==> src/rtl/matvec_ctrl_part1.sv <==
// Load/compute/present sequencer for the 3x3 matrix-vector datapath.
// Optional MATVEC_KEEP_W_EN: keep_w reuses the stored W for the next frame.
module matvec_ctrl_part1 #(
  parameter int N    = 3,
  parameter int AX_W = $clog2(N),
  parameter int AW_W = $clog2(N*N)
) (
  input  logic            clk,
  input  logic            rst,
  input  logic            in_valid,
  output logic            in_ready,
  input  logic            out_ready,
`ifdef MATVEC_KEEP_W_EN
  input  logic            keep_w,
`endif
  output logic            out_valid,
  output logic [AX_W-1:0] out_row,
  output logic [AX_W-1:0] addr_x,
  output logic            wr_en_x,
  output logic [AW_W-1:0] addr_w,
  output logic            wr_en_w,
  output logic            clear_acc,
  output logic            en_acc,
  output logic            frame_done,
  output logic            busy
);

  typedef enum logic [2:0] {
    LOAD_W, LOAD_X, CLR, MAC, HOLD
  } state_t;

  localparam logic [AW_W-1:0] WLAST = AW_W'(N*N-1);
  localparam logic [AX_W-1:0] LAST  = AX_W'(N-1);
  localparam logic [AW_W-1:0] NW    = AW_W'(N);

  state_t state, state_nx;

  logic [AW_W-1:0] wcnt;
  logic [AX_W-1:0] xcnt;
  logic [AX_W-1:0] k;
  logic [AX_W-1:0] row;
  logic [AW_W-1:0] mac_addr;
  logic            acc_w;
  logic            acc_x;
  logic            hs;
  logic            last_row;
  logic            reuse_w;

`ifdef MATVEC_KEEP_W_EN
  assign reuse_w = keep_w;
`else
  assign reuse_w = 1'b0;
`endif

  assign acc_w    = rst && (state == LOAD_W) && in_valid;
  assign acc_x    = rst && (state == LOAD_X) && in_valid;
  assign hs       = rst && (state == HOLD) && out_ready;
  assign last_row = (row == LAST);
  assign mac_addr = AW_W'(row) * NW + AW_W'(k);

  always_ff @(posedge clk or negedge rst) begin
    if (!rst) state <= LOAD_W;
    else      state <= state_nx;
  end

  always_comb begin
    state_nx = state;
    unique case (state)
      LOAD_W: if (acc_w && wcnt == WLAST) state_nx = LOAD_X;
      LOAD_X: if (acc_x && xcnt == LAST)  state_nx = CLR;
      CLR:    state_nx = MAC;
      MAC:    if (k == LAST) state_nx = HOLD;
      HOLD: begin
        if (out_ready) begin
          if (!last_row)    state_nx = CLR;
          else if (reuse_w) state_nx = LOAD_X;
          else              state_nx = LOAD_W;
        end
      end
      default: state_nx = LOAD_W;
    endcase
  end

  // k parks at N-1 through HOLD so the read addresses stay put
  always_ff @(posedge clk or negedge rst) begin
    if (!rst) begin
      wcnt <= '0;
      xcnt <= '0;
      k    <= '0;
      row  <= '0;
    end else begin
      if (acc_w)
        wcnt <= (wcnt == WLAST) ? '0 : wcnt + AW_W'(1);
      if (acc_x) begin
        xcnt <= (xcnt == LAST) ? '0 : xcnt + AX_W'(1);
        if (xcnt == LAST) begin
          row <= '0;
          k   <= '0;
        end
      end
      if (state == MAC && k != LAST)
        k <= k + AX_W'(1);
      if (hs) begin
        k   <= '0;
        row <= last_row ? '0 : row + AX_W'(1);
      end
    end
  end

  always_comb begin
    in_ready   = 1'b0;
    out_valid  = 1'b0;
    out_row    = '0;
    addr_x     = '0;
    wr_en_x    = 1'b0;
    addr_w     = '0;
    wr_en_w    = 1'b0;
    clear_acc  = 1'b0;
    en_acc     = 1'b0;
    frame_done = 1'b0;
    busy       = 1'b0;
    if (rst) begin
      unique case (state)
        LOAD_W: begin
          in_ready = 1'b1;
          addr_w   = wcnt;
          wr_en_w  = in_valid;
        end
        LOAD_X: begin
          in_ready = 1'b1;
          addr_x   = xcnt;
          wr_en_x  = in_valid;
        end
        CLR: begin
          clear_acc = 1'b1;
          busy      = 1'b1;
          addr_x    = k;
          addr_w    = mac_addr;
        end
        MAC: begin
          en_acc = 1'b1;
          busy   = 1'b1;
          addr_x = k;
          addr_w = mac_addr;
        end
        HOLD: begin
          out_valid  = 1'b1;
          out_row    = row;
          busy       = 1'b1;
          addr_x     = k;
          addr_w     = mac_addr;
          frame_done = out_ready && last_row;
        end
        default: ;
      endcase
    end
  end

endmodule

==> config.mk <==
export PLATFORM = sky130hd
export DESIGN_NAME = matvec_ctrl_part1
export DESIGN_NICKNAME = d
export VERILOG_FILES = /design/src/rtl/matvec_ctrl_part1.sv
export SDC_FILE = /design/constraint.sdc
export NUM_CORES = 1
export LEC_CHECK = 0
export BUFFER_PORTS_ARGS = -buffer_cell sky130_fd_sc_hd__buf_2
export CAP_MARGIN = 20
export CORE_ASPECT_RATIO = 1.5
export CORE_UTILIZATION = 35
export CTS_CLUSTER_SIZE = 16
export DETAILED_ROUTE_END_ITERATION = 8
export PLACE_DENSITY = 0.67
export SLEW_MARGIN = 20
export SYNTH_ARGS = -nofsm -noshare
export SYNTH_HDL_FRONTEND = slang
export SYNTH_SLANG_ARGS = --single-unit
==> constraint.sdc <==
create_clock -name clk -period 2.15 [get_ports clk]
set_input_delay 0.215 -clock clk [delete_from_list [all_inputs] [get_ports clk]]
set_output_delay 0.215 -clock clk [all_outputs]
set_load 0.01 [all_outputs]
==> out/qor.csv, run 1 <==
metric,value,unit
status,"finished, violations left",
failing checks,negative setup slack,
Leak,0.657,nW
Clock Sinks,13,
CP Buf/Inv Count,1,
metal2 WL,1.32,mm
full die area,3420,um2
CP Cell Sequence,fa_1 -> ha_4 -> fa_2 -> mux2_4 -> a22oi_2 -> nor2b_1 -> buf_2,
post-synthesis mux area share,9.87,%
I/O pin total,20,
crit path from,k[1]$_DFFE_PN0P_,
reg2reg setup slack,0.56,ns
total wire length,2.50,mm
Synth Register Bits,13,
critical path capture point,addr_w[2],
port bufs,19,
CTS buffer count,3,
Syn-to-layout area delta,23.5,%
worst r2r src,state[2]$_DFFE_PN0P_,
CP max-delay cell,fa_1,
RSZ-0062 raised after global routing,yes,
Worst EP arrival,2.46,ns
CP startpoint kind,register,
Simple-Gate Fraction of Synth Area,27.8,%
Max Fclk,374,MHz
Fin. Hold Viols,0,
initial drt markers,33,
remaining antenna violation count after routing,0,
drt wl/cell,13.8,um
Initial Utilization,37.5,%
Worst Hold Class,primary input to register,
synth warn,0,
drt via density,5.09,
# rows,24,
DR WL met3,47,um
H-Tree Depth,1,
GP Congestion,0.760,
gr usage total,16.9,%
largest net degree at the start of global routing,17,
count of different cell masters after synthesis,40,
count of final setup violators,3,
Worst R2R End,wcnt[0]$_DFFE_PN0N_,
total congestion overflow,0,
endpoint class of the critical path,primary output,
peak supply drop,0.602,mV
critical path depth,7,
Post-Syn Nets,129,
Slew @ Worst Pin,0.587,ns
Synth Cell Area,1120,um2
ys flop type,dfrtp_1,
Vias,922,
Adder-Cell Fraction of Synth Area,12.6,%
1st-pass router iterations,4,
CTS tree,built,
setup_tns,-1.05,ns
Final nets,157,
Final WS setup,-0.525,ns
Syn Area/Cell,9.70,um2
Tmin final,2.68,ns
initial antenna violation count,0,
ANT cells,0,
"worst slack, placed",-0.249,ns
Final Cycle Share,124,%
"commonest cells after routing, fill and taps aside","buf_2 (19), dfrtp_1 (13), buf_4 (9)",
Chip Width,48.1,um
combinational family with the most area after synthesis,simple AND/OR/NAND/NOR gates,
register area share after synthesis,29.1,%
reg2reg path depth,3,
"Max FO, Critical Path",2,
CP max stage delay,0.60,ns
post-route met1 wirelength,1.09,mm
CTS max path bufs,2,
async set-reset flop share out of synthesis,100,%
Mapped Cells,115,
CTS root buffer,clkbuf_8,
number of global-route vias before repair,938,
"CTS clk-pin slew, worst paths",0.05,ns
"most common cell after layout, fill and taps aside",buf_2,
Crit path max-delay family,adder cells,
clk_lat worst skew,0.25,ns
share of layout cells above drive strength 1,31.7,%
Cell Pwr Density,1140,nW/um2
max-cap violations,0,
complex-gate fraction of the synthesized area,15.0,%
# fillers,281,
Critical Path RT,1.93,ns
first-pass GRT wire length,4.17,mm
Die Y,71.2,um
Top Metal Used,met4,
Core ar.,2970,um2
max_slew headroom,60.8,%
DRC Markers,0,
Worst Setup Path Type,register to primary output,
number of synthesized flops with an enable pin,0,
XOR/XNOR share of the synthesized area,0,%
Hold Slack,0.305,ns
clock skew,0.00135,ns
hpwl dp,1.87,mm
fin. max-slew vios,0,
==> cell type report <==
cell class,instances,area (um2),area share [%]
Multi-Input combinational cell,88,757,54.9
Timing Repair Buffer,29,173,12.5
Clock buffer,4,45.0,3.27
Tap cell,39,48.8,3.54
Sequential cell,13,325,23.6
Inverter,8,30.0,2.18
==> stage by stage <==
stage | std cells | utilization, % | power, W | cell area [um2]
finish | 181 | 46.4 | 0.00158 | 1380
global route | 181 | 46.4 | 0.00172 | 1380
CTS | 180 | 45.6 | 0.00153 | 1360
detailed placement | 174 | 43.1 | 0.00128 | 1280
global placement | 174 | 43.1 | 0.00124 | 1280
floorplan | 115 | - | 0.00104 | 1120
==> power breakdown <==
part / switching (W) / internal [W]
sequential: 0.000159 / 0.000342
clock: 0.0000900 / 0.000131
combinational: 0.000415 / 0.000439
==> worst min path at each step <==
stage,start,slack (ns),cells past startpoint,endpoint
after global placement,rst,0.11,1,k[0]$_DFFE_PN0P_
after detailed placement,rst,0.12,1,k[0]$_DFFE_PN0P_
after floorplan,rst,-0.08,0,k[0]$_DFFE_PN0P_
final,out_ready,0.30,3,state[2]$_DFFE_PN0P_
after CTS,out_ready,0.30,3,state[2]$_DFFE_PN0P_
after global routing,out_ready,0.34,3,state[2]$_DFFE_PN0P_
==> timing repair <==
action	4_1_cts	5_1_grt
setup buffers	1	1
gates cloned	0	0
endpoints found under the setup margin	3	5
hold buffers	1	0
gates resized for setup	3	2
endpoints found under the hold margin	6	0
pin swaps	4	4
==> routing by layer <==
layer  vias up  GRT usage (%)
met5         -              0
met4         0           6.48
met3         4           2.30
met2        14           28.5
met1       444           20.6
li1        460              -
==> registers in the layout (all words and copies together) (netlist names) <==
name and cells:
wcnt 4, state 3, k 2, row 2
xcnt 2
==> cell families (layout without fill, tap and decap cells) <==
logic type                 after synthesis  after routing
AOI/OAI and AO/OA                       23             23
adders and majority gates               10             10
buffers and inverters                   14             41
DFF                                     13             13
muxes                                   10             10
and+or+nand+nor                         45             45
==> worst min-delay path, cell delays in order <==
cell and delay [ns]:
buf_2 0.10, inv_1 0.07, a22o_1 0.13
==> Yosys cell counts (3+ instances only) <==
cell type   n  area, um2
a22oi_1     4       30.0
dfrtp_1    13        325
o21ai_0     4       20.0
nand2_1     8       30.0
nor2b_1     6       37.5
nand3b_1    4       30.0
inv_1       8       30.0
mux2_1      4       45.0
and3_1      3       18.8
ha_1        8        100
a21oi_1     3       15.0
nor2_1      6       22.5
mux2_2      4       45.0
Power figures use the tool's default switching activity.
==> run 2, diff against run 1 <==
--- a/config.mk
+++ b/config.mk
@@ -8,10 +8,11 @@
 export BUFFER_PORTS_ARGS = -buffer_cell sky130_fd_sc_hd__buf_2
 export CAP_MARGIN = 20
 export CORE_ASPECT_RATIO = 1.5
+export CORE_MARGIN = 1.5
 export CORE_UTILIZATION = 35
 export CTS_CLUSTER_SIZE = 16
 export DETAILED_ROUTE_END_ITERATION = 8
-export PLACE_DENSITY = 0.67
+export PLACE_DENSITY = 0.65
 export SLEW_MARGIN = 20
 export SYNTH_ARGS = -nofsm -noshare
 export SYNTH_HDL_FRONTEND = slang
==> constraint.sdc (replaced) <==
create_clock -name clk -period 3.3 [get_ports clk]
set_input_delay 0.33 -clock clk [delete_from_list [all_inputs] [get_ports clk]]
set_output_delay 0.33 -clock clk [all_outputs]
set_load 0.01 [all_outputs]
==> run 2 against run 1 <==
The flow now finishes without violations. Register-to-register slack better by 1.0 ns. Global-route usage is 2.5 points lower. Clock power is 34% lower. Power is 40% lower. Cell area is 7.7% lower. Die area is 3.5% higher. First-iteration DRC count is 12% lower. Hold slack worse by 0.25 ns. Utilization is 3.6 points lower. Critical path depth stayed put. Largest cell class unchanged.
==> out/qor.csv, run 2 (synthesis gave the netlist of run 1 again) <==
metric,value,unit,change
1st-pass router iterations,4,,unchanged
full die area,3540,um2,was 3420 um2
"most common cell after layout, fill and taps aside",buf_2,,unchanged
endpoint class of the critical path,primary output,,unchanged
# fillers,302,,was 281
placed cell count,167,,was 174
Post-CTS Resized,0,,was 3
H-Tree Depth,1,,unchanged
GP Congestion,0.753,,was 0.760
first-pass GRT wire length,4.06,mm,was 4.17 mm
Core ar.,2970,um2,unchanged
max-cap violations,0,,unchanged
# rows,24,,unchanged
port bufs,19,,unchanged
CTS buffer count,3,,unchanged
drt via density,5.35,,was 5.09
max reg flops,4,,unchanged
CP max stage delay,0.50,ns,was 0.60 ns
registers with the most flip-flops,"wcnt (4), state (3)",,unchanged
initial antenna violation count,0,,unchanged
clk_lat worst skew,0.25,ns,about the same
Vias,914,,was 922
Clock Sinks,13,,unchanged
CTS Hold Bufs,0,,was 1
DRC Markers,0,,unchanged
Slew @ Worst Pin,0.570,ns,was 0.587 ns
max_slew headroom,61.9,%,was 60.8%
Die Y,72.2,um,was 71.2 um
final core occ,42.8,%,was 46.4%
peak supply drop,0.304,mV,was 0.602 mV
Multi-input gate area,728,um2,was 757 um2
"commonest cells after routing, fill and taps aside","buf_2 (19), dfrtp_1 (13), inv_1 (8), nand2_1 (8), ha_1 (8)",,"was buf_2 (19), dfrtp_1 (13), buf_4 (9)"
Critical Path RT,2.97,ns,was 1.93 ns
RSZ-0062 raised after global routing,no,,was yes
Syn-to-layout area delta,14.0,%,was 23.5%
Sequential Area,325,um2,unchanged
largest net degree at the start of global routing,28,,was 17
CTS max path bufs,2,,unchanged
CP Cell Sequence,fa_1 -> ha_1 -> fa_1 -> mux2_2 -> a22oi_1 -> nor2b_1 -> buf_2,,was fa_1 -> ha_4 -> fa_2 -> mux2_4 -> a22oi_2 -> nor2b_1 -> buf_2
Tmin final,2.86,ns,
number of global-route vias before repair,873,,was 938
fin. max-slew vios,0,,unchanged
CP startpoint kind,register,,unchanged
initial drt markers,29,,was 33
Max Fclk,349,MHz,
setup_tns,0,ns,was -1.05 ns
Worst EP arrival,2.53,ns,was 2.46 ns
I/O pin total,20,,unchanged
remaining antenna violation count after routing,0,,unchanged
CP Buf/Inv Count,1,,unchanged
Non-Filler Instances,171,,was 181
Largest Register,wcnt,,unchanged
CTS tree,built,,unchanged
gr usage total,14.5,%,was 16.9%
total congestion overflow,0,,unchanged
Worst Hold Class,primary input to async pin,,was primary input to register
clock skew,0.00268,ns,was 0.00135 ns
Fin. Hold Viols,0,,unchanged
Final Cycle Share,86.7,%,
Chip Width,49.1,um,was 48.1 um
status,"finished, final reports clean",,"was finished, violations left"
Worst Setup Path Type,register to primary output,,unchanged
count of final setup violators,0,,was 3
Cell Pwr Density,740,nW/um2,was 1140 nW/um2
ANT cells,0,,unchanged
CP most frequent cell,fa_1,,
"Max FO, Critical Path",5,,was 2
CP max-delay cell,fa_1,,unchanged
share of layout cells above drive strength 1,24.2,%,was 31.7%
Crit path max-delay family,adder cells,,unchanged
drt wl/cell,13.7,um,was 13.8 um
hpwl dp,1.75,mm,was 1.87 mm
Initial Utilization,37.5,%,unchanged
total wire length,2.35,mm,was 2.50 mm
Leak,0.607,nW,was 0.657 nW
Final nets,147,,was 157
"CTS clk-pin slew, worst paths",0.06,ns,was 0.05 ns
post-CTS setup buffer count,0,,was 1
CTS root buffer,clkbuf_8,,unchanged
[run 2: metrics by stage]
step	cell area, um2	total power [W]	setup slack, ns	hold slack (ns)
after floorplan	1120	0.000676	0.908	0.0344
after global placement	1230	0.000772	0.741	0.317
after detailed placement	1230	0.000798	0.702	0.322
after CTS	1270	0.000946	0.434	0.0605
after global routing	1270	0.00103	0.313	0.0776
final	1270	0.000941	0.437	0.0505
[run 2: where the power goes]
part	switching (W)	internal [W]	total (W)
Sequential	0.000132	0.000223	0.000355
Clock	0.0000608	0.0000855	0.000146
Combinational	0.000216	0.000224	0.000440
[run 2: layer usage]
metal,GRT usage (%),up-vias,wire length (um)
met5,0,-,0
met4,6.67,0,46
met2,25.2,27,1210
li1,-,439,-
met1,17.7,443,1020
met3,1.65,5,77
[run 2: path summary, 6_finish.rpt]
check / cells after the start / slack [ns] / from / endpoint
hold / removal: 1 / 0.05 / rst / row[1]$_DFFE_PN0P_
hold reg to reg: 1 / 0.59 / xcnt[0]$_DFFE_PN0P_ / xcnt[0]$_DFFE_PN0P_
setup reg to reg: 3 / 1.58 / state[2]$_DFFE_PN0P_ / row[0]$_DFFE_PN0P_
setup / recovery: 7 / 0.44 / k[1]$_DFFE_PN0P_ / addr_w[2]
min in group clk: 3 / 0.42 / out_ready / state[2]$_DFFE_PN0P_
max in group asynchronous: 1 / 2.90 / rst / wcnt[0]$_DFFE_PN0N_
[run 2: final cells by class]
type / count / area share [%]
sequential: 13 / 25.6
tap: 39 / 3.83
inverter: 8 / 2.36
multi-input combinational: 88 / 57.2
timing repair buffer: 19 / 7.47
clock buffer: 4 / 3.54
